==> src/rtl/control_unit.sv <==
// Hardwired Moore control sequencer: fetches through MAR/MDR into IR, then steps
// register-register ALU and MUL/DIV instructions, with a bounded wait on memory reads.
module control_unit #(
  parameter int unsigned STALL_LIMIT = 15
) (
  input  logic        clk,
  input  logic        reset,
  input  logic [31:0] IR,
  input  logic        mem_ready,
  input  logic        run,
  output logic        PCOut,
  output logic        MARIn,
  output logic        PCIn,
  output logic        MDRIn,
  output logic        MDRead,
  output logic        MDROut,
  output logic        IRIn,
  output logic        RYIn,
  output logic        ZLowIn,
  output logic        ZHighIn,
  output logic        ZLowOut,
  output logic        ZHighOut,
  output logic        LOWIn,
  output logic        HIIn,
  output logic [3:0]  reg_sel,
  output logic        reg_out,
  output logic        reg_in,
  output logic [3:0]  ALUcontrol,
  output logic        done,
  output logic        halted,
  output logic        fault
);

  localparam int unsigned CntW = (STALL_LIMIT > 1) ? $clog2(STALL_LIMIT + 1) : 1;
  localparam logic [CntW-1:0] WaitOne  = CntW'(1);
  localparam logic [CntW-1:0] WaitLast = CntW'(STALL_LIMIT - 1);

  localparam logic [3:0] StRst  = 4'd0;
  localparam logic [3:0] StIdle = 4'd1;
  localparam logic [3:0] StT0   = 4'd2;
  localparam logic [3:0] StT1   = 4'd3;
  localparam logic [3:0] StT2   = 4'd4;
  localparam logic [3:0] StT3   = 4'd5;
  localparam logic [3:0] StT4   = 4'd6;
  localparam logic [3:0] StT5   = 4'd7;
  localparam logic [3:0] StT6   = 4'd8;
  localparam logic [3:0] StHlt  = 4'd9;

  localparam logic [4:0] OpMul  = 5'b01110;
  localparam logic [4:0] OpDiv  = 5'b01111;
  localparam logic [4:0] OpHalt = 5'b11011;

  logic [3:0]      state_q, state_d;
  logic [CntW-1:0] wait_q, wait_d;
  logic            t1_first_q, t1_first_d;
  logic            is_md_q, is_md_d;
  logic            halted_q, halted_d;
  logic            fault_q, fault_d;

  logic [4:0] opcode;
  logic [3:0] ra, rb, rc;
  logic       op_alu, op_md, op_halt, op_legal;
  logic       unused_ir;

  assign opcode    = IR[31:27];
  assign ra        = IR[26:23];
  assign rb        = IR[22:19];
  assign rc        = IR[18:15];
  assign unused_ir = ^IR[14:0];

  assign op_alu   = (opcode >= 5'd3) && (opcode <= 5'd11);
  assign op_md    = (opcode == OpMul) || (opcode == OpDiv);
  assign op_halt  = (opcode == OpHalt);
  assign op_legal = op_alu || op_md;

  always_ff @(posedge clk or posedge reset) begin
    if (reset) begin
      state_q    <= StRst;
      wait_q     <= '0;
      t1_first_q <= 1'b0;
      is_md_q    <= 1'b0;
      halted_q   <= 1'b0;
      fault_q    <= 1'b0;
    end else begin
      state_q    <= state_d;
      wait_q     <= wait_d;
      t1_first_q <= t1_first_d;
      is_md_q    <= is_md_d;
      halted_q   <= halted_d;
      fault_q    <= fault_d;
    end
  end

  always_comb begin
    state_d    = state_q;
    wait_d     = wait_q;
    t1_first_d = 1'b0;
    is_md_d    = is_md_q;
    halted_d   = halted_q;
    fault_d    = fault_q;
    case (state_q)
      StRst, StIdle: begin
        if (run) state_d = StT0;
      end
      StT0: begin
        state_d    = StT1;
        wait_d     = '0;
        t1_first_d = 1'b1;
      end
      StT1: begin
        // PC was already bumped on T1 entry, so a timeout abandons the fetch as-is.
        if (mem_ready) begin
          state_d = StT2;
        end else if (wait_q == WaitLast) begin
          state_d = StIdle;
          fault_d = 1'b1;
        end else begin
          wait_d = wait_q + WaitOne;
        end
      end
      StT2: state_d = StT3;
      StT3: begin
        if (op_halt) begin
          state_d  = StHlt;
          halted_d = 1'b1;
        end else if (op_legal) begin
          state_d = StT4;
          is_md_d = op_md;
        end else begin
          state_d = StIdle;
          fault_d = 1'b1;
        end
      end
      StT4: state_d = StT5;
      StT5: begin
        if (is_md_q) state_d = StT6;
        else         state_d = run ? StT0 : StIdle;
      end
      StT6:  state_d = run ? StT0 : StIdle;
      StHlt: state_d = StHlt;
      default: state_d = StRst;
    endcase
  end

  always_comb begin
    PCOut      = 1'b0;
    MARIn      = 1'b0;
    PCIn       = 1'b0;
    MDRIn      = 1'b0;
    MDRead     = 1'b0;
    MDROut     = 1'b0;
    IRIn       = 1'b0;
    RYIn       = 1'b0;
    ZLowIn     = 1'b0;
    ZHighIn    = 1'b0;
    ZLowOut    = 1'b0;
    ZHighOut   = 1'b0;
    LOWIn      = 1'b0;
    HIIn       = 1'b0;
    reg_sel    = 4'd0;
    reg_out    = 1'b0;
    reg_in     = 1'b0;
    ALUcontrol = 4'd0;
    done       = 1'b0;
    case (state_q)
      StT0: begin
        PCOut      = 1'b1;
        MARIn      = 1'b1;
        ZLowIn     = 1'b1;
        ALUcontrol = 4'b0001;
      end
      StT1: begin
        ZLowOut = 1'b1;
        PCIn    = t1_first_q;
        MDRead  = 1'b1;
        MDRIn   = 1'b1;
      end
      StT2: begin
        MDROut = 1'b1;
        IRIn   = 1'b1;
      end
      StT3: begin
        if (op_legal) begin
          reg_sel = rb;
          reg_out = 1'b1;
          RYIn    = 1'b1;
        end
      end
      StT4: begin
        reg_sel    = rc;
        reg_out    = 1'b1;
        ALUcontrol = opcode[3:0];
        ZLowIn     = 1'b1;
        ZHighIn    = is_md_q;
      end
      StT5: begin
        ZLowOut = 1'b1;
        if (is_md_q) begin
          LOWIn = 1'b1;
        end else begin
          reg_sel = ra;
          reg_in  = 1'b1;
          done    = 1'b1;
        end
      end
      StT6: begin
        ZHighOut = 1'b1;
        HIIn     = 1'b1;
        done     = 1'b1;
      end
      default: ;
    endcase
  end

  assign halted = halted_q;
  assign fault  = fault_q;

endmodule

==> config.mk <==
export PLATFORM = sky130hd
export DESIGN_NAME = control_unit
export DESIGN_NICKNAME = d
export VERILOG_FILES = /design/src/rtl/control_unit.sv
export SDC_FILE = /design/constraint.sdc
export NUM_CORES = 1
export LEC_CHECK = 0
export ABC_AREA = 1
export CORE_MARGIN = 2
export CORE_UTILIZATION = 37
export CTS_CLUSTER_DIAMETER = 60
export DETAILED_ROUTE_END_ITERATION = 12
export HOLD_SLACK_MARGIN = 0.03
export PLACE_DENSITY = 0.93
export SETUP_SLACK_MARGIN = 0.5
export SLEW_MARGIN = 20
export SYNTH_ARGS = -nofsm -noshare
export SYNTH_HDL_FRONTEND = slang
export SYNTH_SLANG_ARGS = --single-unit
==> constraint.sdc <==
create_clock -name clk -period 3.5 [get_ports clk]
set_input_delay 0.7 -clock clk [delete_from_list [all_inputs] [get_ports clk]]
set_output_delay 0.7 -clock clk [all_outputs]
set_load 0.005 [all_outputs]
==> flow_metrics.py, run 1 <==
metrics = {
    "global_routing": {
        "antenna_found_initial": 0,
        "grt_max_degree": 13,
        "grt_pass1_wl_um": 4050,
        "grt_pass1_vias": 979,
        "grt-ovfl-total": 0,
        "gr-usage-all-layers": 0.194,
    },
    "cts": {
        "cts-root-buf": "clkbuf_4",
        "clk_latency_ns": 0.28,
        "clockBufferDepth": 2,
        "cts_inserted_buffers": 3,
        "clock_sinks": 12,
        "tritoncts": "built",
        "clk_pin_slew_ns": 0.07,
        "htreeDepth": 1,
        "ctsHoldBuffers": 0,
    },
    "power": {
        "p_leak_nw": 0.766,
        "power.density_nw_per_um2": 531,
        "ir_drop_v": 0.000423,
    },
    "detailed_routing": {
        "wl_per_cell_um": 12.0,
        "drc": 0,
        "ant_nets": 0,
        "viasPerCell": 4.94,
        "wl_um": 2630,
        "drt_iter0_markers": 28,
        "first_pass_iters": 5,
        "vias": 1082,
    },
    "critical_path": {
        "crit_required_ns": 2.80,
        "critical-path-top-delay-family": "buffers and inverters",
        "crit_buf_inv": 4,
        "startpoint_type": "input pin",
        "path_max_fanout": 5,
        "worstPathCellList": "clkdlybuf4s50_1 > inv_1 > nand4_4 > inv_4 > nand2_1 > nand3_1 > clkdlybuf4s50_1",
        "crit_type": "input pin to output pin",
        "cp.arrival_ns": 2.12,
        "slowest_delay_ns": 0.51,
        "slowest_stage": "clkdlybuf4s50_1",
        "path_common_cell": "clkdlybuf4s50_1",
        "endpoint_kind": "output pin",
    },
    "yosys": {
        "synthCells": 143,
        "syn_nets": 181,
        "syn_area_um2": 907,
        "ys_ff_latch": 12,
        "ys_seq_area_frac": 0.331,
        "syn_avg_cell_area_um2": 6.34,
        "yosysWarnings": 0,
        "ys_types": 19,
    },
    "layout": {
        "drive_above_1_share": 0.0838,
        "final_area_um2": 1450,
        "regArea_um2": 300,
        "n_fill_cell": 201,
        "syn2layout_area_growth_pct": 60.3,
        "antenna_cells": 0,
        "final_util": 0.645,
        "layout.cells.non_filler": 219,
        "final_net_count": 231,
        "multi_input_area_um2": 508,
    },
    "sta": {
        "clock-skew-final_ns": 0.00545,
        "rsz0062_at_grt": "false",
        "hold_viol_final": 0,
        "period_needed_ns": 2.82,
        "finalSetupViolCount": 0,
        "finalMaxSlewViolations": 0,
        "relSlewSlack": 0.677,
        "setup_total_negative_slack_ns": 0,
        "fin_crit_sh": 0.806,
        "tightest_slew_ns": 0.483,
        "timing.fmax_ghz": 0.355,
    },
    "worst_hold_path": {
        "hp-class": "register to register",
    },
    "run_status": {
        "status": "complete, no violations",
    },
    "placement": {
        "gp_congestion": 0.840,
        "dp_hpwl_um": 2050,
        "placed_area_um2": 1380,
        "place_inst": 214,
        "place.port_buffers": 47,
    },
    "floorplan": {
        "pin_count": 63,
        "core-area_um2": 2250,
        "die_x_um": 53.5,
        "rows": 17,
        "initial_utilization": 0.402,
        "dieArea_um2": 2860,
        "dieHeight_um": 53.5,
    },
    "job": {
        "cap_violations": 0,
    },
}
[cell families (layout without fill, tap and decap cells)]
kind of cell | Yosys count | after routing | share of synthesized area
buffers and inverters | 28 | 76 | 0.132
AND/OR/NAND/NOR | 92 | 92 | 0.451
XOR/XNOR | 2 | 2 | 0.0193
flip-flops | 12 | 12 | 0.331
AO/OA/AOI/OAI | 7 | 7 | 0.0386
adder cells (fa/ha/maj) | 2 | 2 | 0.0276
[final cells by class]
cell class | count | share of cell area
Clock buffer | 3 | 0.0155
Inverter | 24 | 0.0637
Multi-Input combinational cell | 103 | 0.349
Sequential cell | 12 | 0.207
Tap cell | 28 | 0.0241
Timing Repair Buffer | 49 | 0.341
[repair_timing]
action                                 in CTS  in global routing
gates resized for setup                     5                  5
setup buffers                               2                  0
setup endpoints to repair                   5                  5
endpoints found under the hold margin       0                  0
[metrics by stage]
step                setup slack (ns)  hold slack (ns)  power, W
floorplan                       1.53            0.453  0.000473
global placement               0.364            0.452  0.000663
detailed placement             0.317            0.455  0.000678
CTS                            0.506            0.479  0.000771
global route                   0.604            0.500  0.000834
finish                         0.681            0.474  0.000771
[state kept, by name (all words and copies together), names as in the netlist]
register / count
fault: 1
halted: 1
is_md_q: 1
state_q: 4
t1_first_q: 1
wait_q: 4
[cell usage after synthesis]
cell	instances	area share
a21oi_1	2	0.011
buf_4	4	0.033
dfrtp_1	12	0.33
ha_1	2	0.028
inv_1	23	0.095
inv_2	1	0.0041
nand2_1	46	0.19
nand2_2	2	0.014
nand3_1	14	0.077
nand3b_1	2	0.017
nand4_1	2	0.014
nand4_2	1	0.014
nor2_1	21	0.087
nor2_2	1	0.0069
nor2_4	2	0.025
nor4_1	1	0.0069
o21ai_0	3	0.017
o21ai_1	2	0.011
xor2_1	2	0.019
[power by group]
group | switching (W) | internal, W
Clock | 0.0000466 | 0.0000400
Sequential | 0.0000445 | 0.000179
Combinational | 0.000233 | 0.000228
Total | 0.000325 | 0.000447
[per-layer routing]
metal,vias to the layer above,track usage,share of wire
li1,538,-,-
met1,488,0.232,0.40
met2,47,0.317,0.50
met3,9,0.0282,0.065
met4,0,0.137,0.030
met5,-,0,0
[cell usage in the layout (no fill, tap or decap), types with 3 or more instances in the layout]
cell type,instances
nand2_1,45
clkdlybuf4s50_1,43
inv_1,22
nor2_1,21
nand3_1,12
dfrtp_1,12
dlymetal6s2s_1,4
nand2_2,3
o21ai_0,3
clkbuf_4,3
[final timing paths]
path / from / to / slack, ns / cells after the start
setup reg to reg: state_q[3] / is_md_q / 1.98 / 8
min in group asynchronous: reset / state_q[1] / 0.73 / 2
setup / recovery: IR[31] / reg_sel[3] / 0.68 / 7
max in group asynchronous: reset / wait_q[2] / 2.44 / 2
hold / removal: halted / halted / 0.47 / 2
hold reg to reg: halted / halted / 0.47 / 2
[worst min-delay path, delay by kind of cell (launching register included)]
family                 cells  cell delay [ns]
DFF                        1             0.35
buffers and inverters      1             0.04
and+or+nand+nor            1             0.05
(Power assumes the default switching activity.)
==> run 2, diff against run 1 <==
--- a/config.mk
+++ b/config.mk
@@ -7,11 +7,11 @@
 export LEC_CHECK = 0
 export ABC_AREA = 1
 export CORE_MARGIN = 2
-export CORE_UTILIZATION = 37
+export CORE_UTILIZATION = 35
 export CTS_CLUSTER_DIAMETER = 60
 export DETAILED_ROUTE_END_ITERATION = 12
 export HOLD_SLACK_MARGIN = 0.03
-export PLACE_DENSITY = 0.93
+export PLACE_DENSITY = 0.89
 export SETUP_SLACK_MARGIN = 0.5
 export SLEW_MARGIN = 20
 export SYNTH_ARGS = -nofsm -noshare
==> constraint.sdc (replaced) <==
create_clock -name clk -period 2.9 [get_ports clk]
set_input_delay 0.58 -clock clk [delete_from_list [all_inputs] [get_ports clk]]
set_output_delay 0.58 -clock clk [all_outputs]
set_load 0.005 [all_outputs]
==> run 2 against run 1 <==
Compared with the run above: global-route usage is 2.4 points lower; design area is 3.0% higher; die area is 5.3% higher; cell count is 3.2% higher; combinational power is 30% higher; non-clock buffer count is 5 higher; largest cell class unchanged; power is 26% higher; via count is 3.5% lower; wire length is 2.5% lower; sequential power is 24% higher; clock power is 11% higher; setup slack worse by 0.13 ns.
==> flow_metrics.py, run 2 (synthesized netlist as in run 1, its figures left out) <==
metrics = {
    "floorplan": {
        "dieArea_um2": 3020,
        "dieHeight_um": 54.9,
        "die_x_um": 54.9,
        "initial_utilization": 0.366,
        "rows": 18,
        "core-area_um2": 2480,
        "pin_count": 63,
    },
    "global_routing": {
        "grt_pass1_vias": 859,
        "gr-usage-all-layers": 0.170,
        "grt_max_degree": 13,
        "grt-ovfl-total": 0,
        "grt_pass1_wl_um": 3630,
        "antenna_found_initial": 0,
    },
    "sta": {
        "finalMaxSlewViolations": 0,
        "rsz0062_at_grt": "true",
        "clock-skew-final_ns": 0.00722,
        "setup_total_negative_slack_ns": 0,
        "hold_viol_final": 0,
        "period_needed_ns": 2.35,
        "fin_crit_sh": 0.809,
        "tightest_slew_ns": 0.442,
        "relSlewSlack": 0.705,
        "fin_ws_ns": 0.555,
        "finalSetupViolCount": 0,
        "timing.hold.ws_ns": 0.473,
        "timing.fmax_ghz": 0.426,
    },
    "critical_path": {
        "startpoint_type": "register",
        "crit_type": "register to output pin",
        "crit_path_start": "state_q[3]",
        "endpoint_kind": "output pin",
        "r2r-start": "state_q[2]",
        "cp.arrival_ns": 1.77,
        "crit_required_ns": 2.32,
        "path_max_fanout": 7,
    },
    "cts": {
        "clk_pin_slew_ns": 0.07,
        "cts-root-buf": "clkbuf_4",
        "clockBufferDepth": 2,
        "htreeDepth": 1,
        "clock_sinks": 12,
        "cts_inserted_buffers": 3,
        "tritoncts": "built",
        "clk_latency_ns": 0.27,
    },
    "layout": {
        "n_fill_cell": 221,
        "antenna_cells": 0,
        "final_common_cell": "nand2_1",
        "layout.cells.non_filler": 226,
        "reg.largest.list": "state_q x4, wait_q x4",
        "drive_above_1_share": 0.163,
        "mostFrequentLayoutCells": "nand2_1 (42), clkdlybuf4s50_1 (37), inv_1 (19), nor2_1 (19), nand3_1 (12)",
        "syn2layout_area_growth_pct": 65.1,
        "final_net_count": 236,
    },
    "placement": {
        "place.port_buffers": 47,
        "dp_hpwl_um": 1870,
        "gp_congestion": 0.841,
        "pre_cts_ws_ns": 0.110,
        "place_inst": 217,
    },
    "power": {
        "clkPwrFrac": 0.099,
        "switching_share": 0.424,
        "ir_drop_v": 0.000522,
        "p_int_w": 0.000560,
        "p_sw_w": 0.000412,
        "p_leak_nw": 0.797,
        "power_frac_comb": 0.615,
        "power.density_nw_per_um2": 649,
        "seq_power_share": 0.286,
        "total_power_w": 0.000972,
    },
    "detailed_routing": {
        "wl_per_cell_um": 11.3,
        "ant_nets": 0,
        "drc": 0,
        "first_pass_iters": 4,
        "wl_um": 2560,
        "viasPerCell": 4.62,
        "vias": 1044,
        "drt_iter0_markers": 12,
    },
    "job": {
        "cap_violations": 0,
    },
    "run_status": {
        "status": "complete, no violations",
    },
    "worst_hold_path": {
        "hp-class": "register to register",
        "hp-start": "halted",
    },
}
==> run 2: cell count changes in the layout (fill, tap and decap cells not counted), sizes merged <==
cell	before	now
dlymetal6s2s	4	1
dlygate4sd2	0	7
clkdlybuf4s50	43	37
clkdlybuf4s15	0	2
buf	2	7
==> run 2: power groups by stage <==
| stage | Combinational, W | Clock, W | Sequential, W |
|---|---|---|---|
| after floorplan | 0.000312 | 0 | 0.000259 |
| after global placement | 0.000536 | 0 | 0.000267 |
| after detailed placement | 0.000550 | 0 | 0.000268 |
| after CTS | 0.000558 | 0.0000999 | 0.000268 |
| after global routing | 0.000668 | 0.000109 | 0.000288 |
| final | 0.000598 | 0.0000963 | 0.000278 |
==> run 2: repair_timing <==
action,in CTS,in global routing
endpoints found under the hold margin,0,0
hold buffers,0,0
resized for setup,18,12
setup endpoints to repair,10,12
buffers inserted,3,3
==> run 2: worst max-delay path, stage by stage (launching register included) <==
cell             delay, ns
dfrtp_1               0.43
inv_2                 0.12
nand2_1               0.10
nor2_4                0.14
nand2_4               0.10
nor2_1                0.11
clkdlybuf4s50_1       0.50
==> run 2: through the flow <==
stage          instance area, um2   util
2_1_floorplan                 907      -
3_5_place_dp                 1390  0.562
5_1_grt                      1500  0.605
4_1_cts                      1450  0.584
3_3_place_gp                 1390  0.562
6_report                     1500  0.605
==> run 2: worst paths after layout <==
kind,cells after the start,to,slack [ns]
worst max register to register,8,state_q[1],1.45
worst max-delay path,6,ALUcontrol[1],0.55
min in group asynchronous,2,is_md_q,0.61
worst min-delay path,2,halted,0.47
max in group asynchronous,2,state_q[0],1.95
worst min register to register,2,halted,0.47
==> run 2: cell type report <==
cell class | count | area, um2 | share of cell area
timing repair buffer | 54 | 517 | 0.345
sequential | 12 | 304 | 0.203
multi-input combinational | 103 | 527 | 0.352
clock buffer | 3 | 22.5 | 0.0150
inverter | 24 | 90.1 | 0.0602
tap | 30 | 37.5 | 0.0251
==> run 2: layer usage <==
| metal | GRT usage | wire length, um | part of all wire | up-vias |
|---|---|---|---|---|
| li1 | - | - | - | 550 |
| met1 | 0.214 | 1050 | 0.41 | 464 |
| met2 | 0.284 | 1360 | 0.53 | 28 |
| met3 | 0.0484 | 126 | 0.049 | 2 |
| met4 | 0.0488 | 21 | 0.0082 | 0 |
| met5 | 0 | 0 | 0 | - |
==> RTL edit 1, RTL diff (config.mk and constraints of run 1) <==
Register the output `fault` once more, without a reset; this adds one clock of latency there. The other outputs are not delayed to match.
--- a/src/rtl/control_unit.sv
+++ b/src/rtl/control_unit.sv
@@ -213,7 +213,9 @@
   end
 
   assign halted = halted_q;
-  assign fault  = fault_q;
+  always_ff @(posedge clk) begin
+    fault <= fault_q;
+  end
 
 endmodule
 
Function: changed (Yosys sat finds a counterexample within 10 cycles, from zero or initial values and one cycle with reset high).
==> RTL edit 1 against run 1 <==
  * Sequential cell count rose by 1
  * Combinational power grew 13%
  * Global-route usage down 2.1 points
  * Cell count increased by 3.2%
  * Synthesized area increased by 12%
  * Maximum frequency shrank 2.7%
  * Core utilization fell by 6.5 points
  * Total power increased by 9.4%
  * Clock skew is 0.0024 ns lower
  * Wire length decreased by 3.4%
  * Non-clock buffer count unchanged
  * Die area grew 11%
  * Worst setup slack got worse by 0.078 ns
  * Cell area rose by 7.1%
  * Critical endpoint unchanged
==> RTL edit 1: results <==
placement:
  placed_cells: 220
  post_dp_cell_area_sq_mm: 0.00150
  dp_hpwl_mm: 2.05
  post_place_setup_slack_ns: 0.463
  place.gp.congestion: 0.888
routing:
  via_cell_ratio: 4.75
  routed_wire_length_per_instance_um: 11.2
  drt_iter0_drc: 43
  wl_met2_mm: 1.38
  drt-pass1-iter-count: 4
global_route:
  grt.met3_usage: 0.0576
  grt_util_met1: 0.197
pwr:
  seq_power_share: 0.273
  leakagePower_nw: 0.811
  ir_drop_mv: 0.346
  power_density_relative_to_cell_area_mw_per_mm2: 542
logic_synthesis:
  area_fraction_in_compound_gates_after_synthesis: 0.0405
  netlist_instances: 146
  synth.distinct_cells: 25
  synth_xor_area_frac: 0.0172
  seq_area_frac_synth: 0.314
  postSynth.asyncResetShare: 0.923
  yosys-top-cells-area: "sky130_fd_sc_hd__dfrtp_1 29%, sky130_fd_sc_hd__nand2_1 13%, sky130_fd_sc_hd__nand3_1 7.9%"
  yosys-top-cells-count: "36 x sky130_fd_sc_hd__nand2_1, 21 x sky130_fd_sc_hd__inv_1, 17 x sky130_fd_sc_hd__nor2_1, 16 x sky130_fd_sc_hd__nand3_1, 12 x sky130_fd_sc_hd__dfrtp_1"
hold_path:
  holdCritStartpoint: "fault_q"
clocking:
  cts_setup_buffers: 0
  post_cts_resized: 2
  ctsRootBufferMaster: "sky130_fd_sc_hd__clkbuf_4"
finish:
  drive_gt1_frac: 0.174
critical_path:
  startpoint: "IR[30]"
  crit_fanout: 6
sta:
  skew_ns: 0.00307
outcome:
  run_status: "complete, no violations"
## RTL edit 1: critical path: stages
cell and delay [ns]:
sky130_fd_sc_hd__clkdlybuf4s50_1 0.42, sky130_fd_sc_hd__nand2_1 0.07, sky130_fd_sc_hd__inv_1 0.06, sky130_fd_sc_hd__nand2_2 0.09, sky130_fd_sc_hd__nand4_4 0.14, sky130_fd_sc_hd__clkinv_4 0.10
sky130_fd_sc_hd__nand2_1 0.05, sky130_fd_sc_hd__nand3_1 0.06, sky130_fd_sc_hd__clkdlybuf4s50_1 0.50
## RTL edit 1: path summary, 6_finish.rpt
path	end	slack [ns]	cells after the start
max	reg_sel[3]	0.60	9
min	fault	0.38	0
max reg2reg	state_q[1]	2.08	8
min reg2reg	fault	0.38	0
max in group asynchronous	state_q[1]	2.46	2
min in group asynchronous	t1_first_q	0.73	2
## RTL edit 1: area by class of cell
cell class,count,area [sq um]
fill,232,1130
tap,31,38.8
timing repair buffer,49,490
clock buffer,4,26.3
multi-input combinational,100,564
inverter,29,116
sequential,13,320
==> RTL edit 2, RTL diff (flow settings as in run 1) <==
Without the edit above. `STALL_LIMIT`: 15 -> 16.
--- a/src/rtl/control_unit.sv
+++ b/src/rtl/control_unit.sv
@@ -1,7 +1,7 @@
 // Hardwired Moore control sequencer: fetches through MAR/MDR into IR, then steps
 // register-register ALU and MUL/DIV instructions, with a bounded wait on memory reads.
 module control_unit #(
-  parameter int unsigned STALL_LIMIT = 15
+  parameter int unsigned STALL_LIMIT = 16
 ) (
   input  logic        clk,
   input  logic        reset,
Formal check against the unedited RTL: no difference found for any inputs over 10 cycles, from zero or initial values and one cycle with reset high; that may be too few to reach the edited logic, so the function may still have changed.
==> RTL edit 2 against run 1 <==
  * Clock power rose by 20%
  * Worst setup slack worse by 0.067 ns
  * Sequential cell count is 1 higher
  * Die area grew 13%
  * Clock skew grew 0.0011 ns
  * Hold slack improved by 0.0062 ns
  * Non-clock buffer count down 2
  * Total power is 13% higher
  * Cell area rose by 8.1%
  * Wire length is 2.1% higher
  * Via count grew 2.2%
  * Cell count up 3.7%
  * Synthesized area up 14%
  * Highest routed layer unchanged
==> RTL edit 2: results <==
outcome:
  run_status: "complete, no violations"
routing:
  vias: 1106
  wl_met3_um: 163
  drt-pass1-iter-count: 4
  drt_iter0_drc: 61
  wl_met2_mm: 1.33
  wirelength_mm: 2.68
sta:
  skew_ns: 0.00658
  worst_hold_slack_ns: 0.480
  achievable-frequency_mhz: 346
global_route:
  grt.total_usage: 0.175
  groute.layer.met2.usage: 0.268
  wire_length_of_the_first_global_routing_pass_mm: 4.33
  grt_start_max_net_pins: 14
  grt.met3_usage: 0.0204
  via_count_of_the_first_global_routing_pass: 988
finish:
  multi_input_logic_area_sq_um: 582
  num-nonclk-buffers: 47
  multi_input_cells: 104
  final.fill_count: 255
  layout.nets: 235
  non_clock_inverter_count_in_the_final_layout: 28
  seq_total_area: 0.207
  number_of_standard_cells_in_the_final_layout_excluding_fillers: 227
critical_path:
  r2r-end: "state_q[1]"
  worst_r2r_startpoint: "wait_q[0]"
  startpoint: "IR[30]"
  crit_path_end: "reg_out"
  cp.arrival_ns: 2.19
  crit_fanout: 6
  r2r.worst_path.cells: 10
  worst-r2r-setup-slack_ns: 1.84
pwr:
  p_comb_w: 0.000537
  leakagePower_nw: 0.869
  net_switching_share_of_the_total_power: 0.439
  power_density_relative_to_cell_area_mw_per_mm2: 553
logic_synthesis:
  yosys-top-cells-count: "38 x sky130_fd_sc_hd__nand2_1, 21 x sky130_fd_sc_hd__inv_1, 20 x sky130_fd_sc_hd__nand3_1, 19 x sky130_fd_sc_hd__nor2_1, 13 x sky130_fd_sc_hd__dfrtp_1"
  synthesized_net_count: 187
  netlist_instances: 149
placement:
  dp_hpwl_mm: 2.15
  placed_cells: 223
  place.gp.congestion: 0.957
clocking:
  tritoncts_num_sinks: 13
  cts_setup_buffers: 0
  clk-insertion-delay-late_ns: 0.30
  clock_transition_at_path_regs_ns: 0.09
hold_path:
  hold_path_end: "fault"
  hold-path-cell-count: 1
  holdCritStartpoint: "fault"
-- RTL edit 2: changes by cell type in the layout (fill, tap and decap cells not counted), moves of 3 or more --
cell / delta
sky130_fd_sc_hd__inv_2: +4
sky130_fd_sc_hd__nand2_1: -8
sky130_fd_sc_hd__nand2_4: +8
sky130_fd_sc_hd__nand3_1: +8
sky130_fd_sc_hd__o21ai_0: -3
-- RTL edit 2: through the flow --
step                      instance area (sq um)  utilization
final                                      1570        0.580
after global placement                     1520        0.560
after floorplan                            1040            -
after detailed placement                   1520        0.560
after CTS                                  1560        0.574
after global routing                       1570        0.580
-- RTL edit 2: logic make-up (layout without fill, tap and decap cells) --
kind of cell / after synthesis / count (layout) / share of synthesized area
AND/OR/NAND/NOR: 93 / 93 / 0.452
multiplexers: 1 / 1 / 0.0217
flip-flops: 13 / 13 / 0.313
buffers and inverters: 32 / 79 / 0.134
AO/OA/AOI/OAI: 7 / 7 / 0.0470
XOR/XNOR: 1 / 1 / 0.00844
adder cells (fa/ha/maj): 2 / 2 / 0.0241
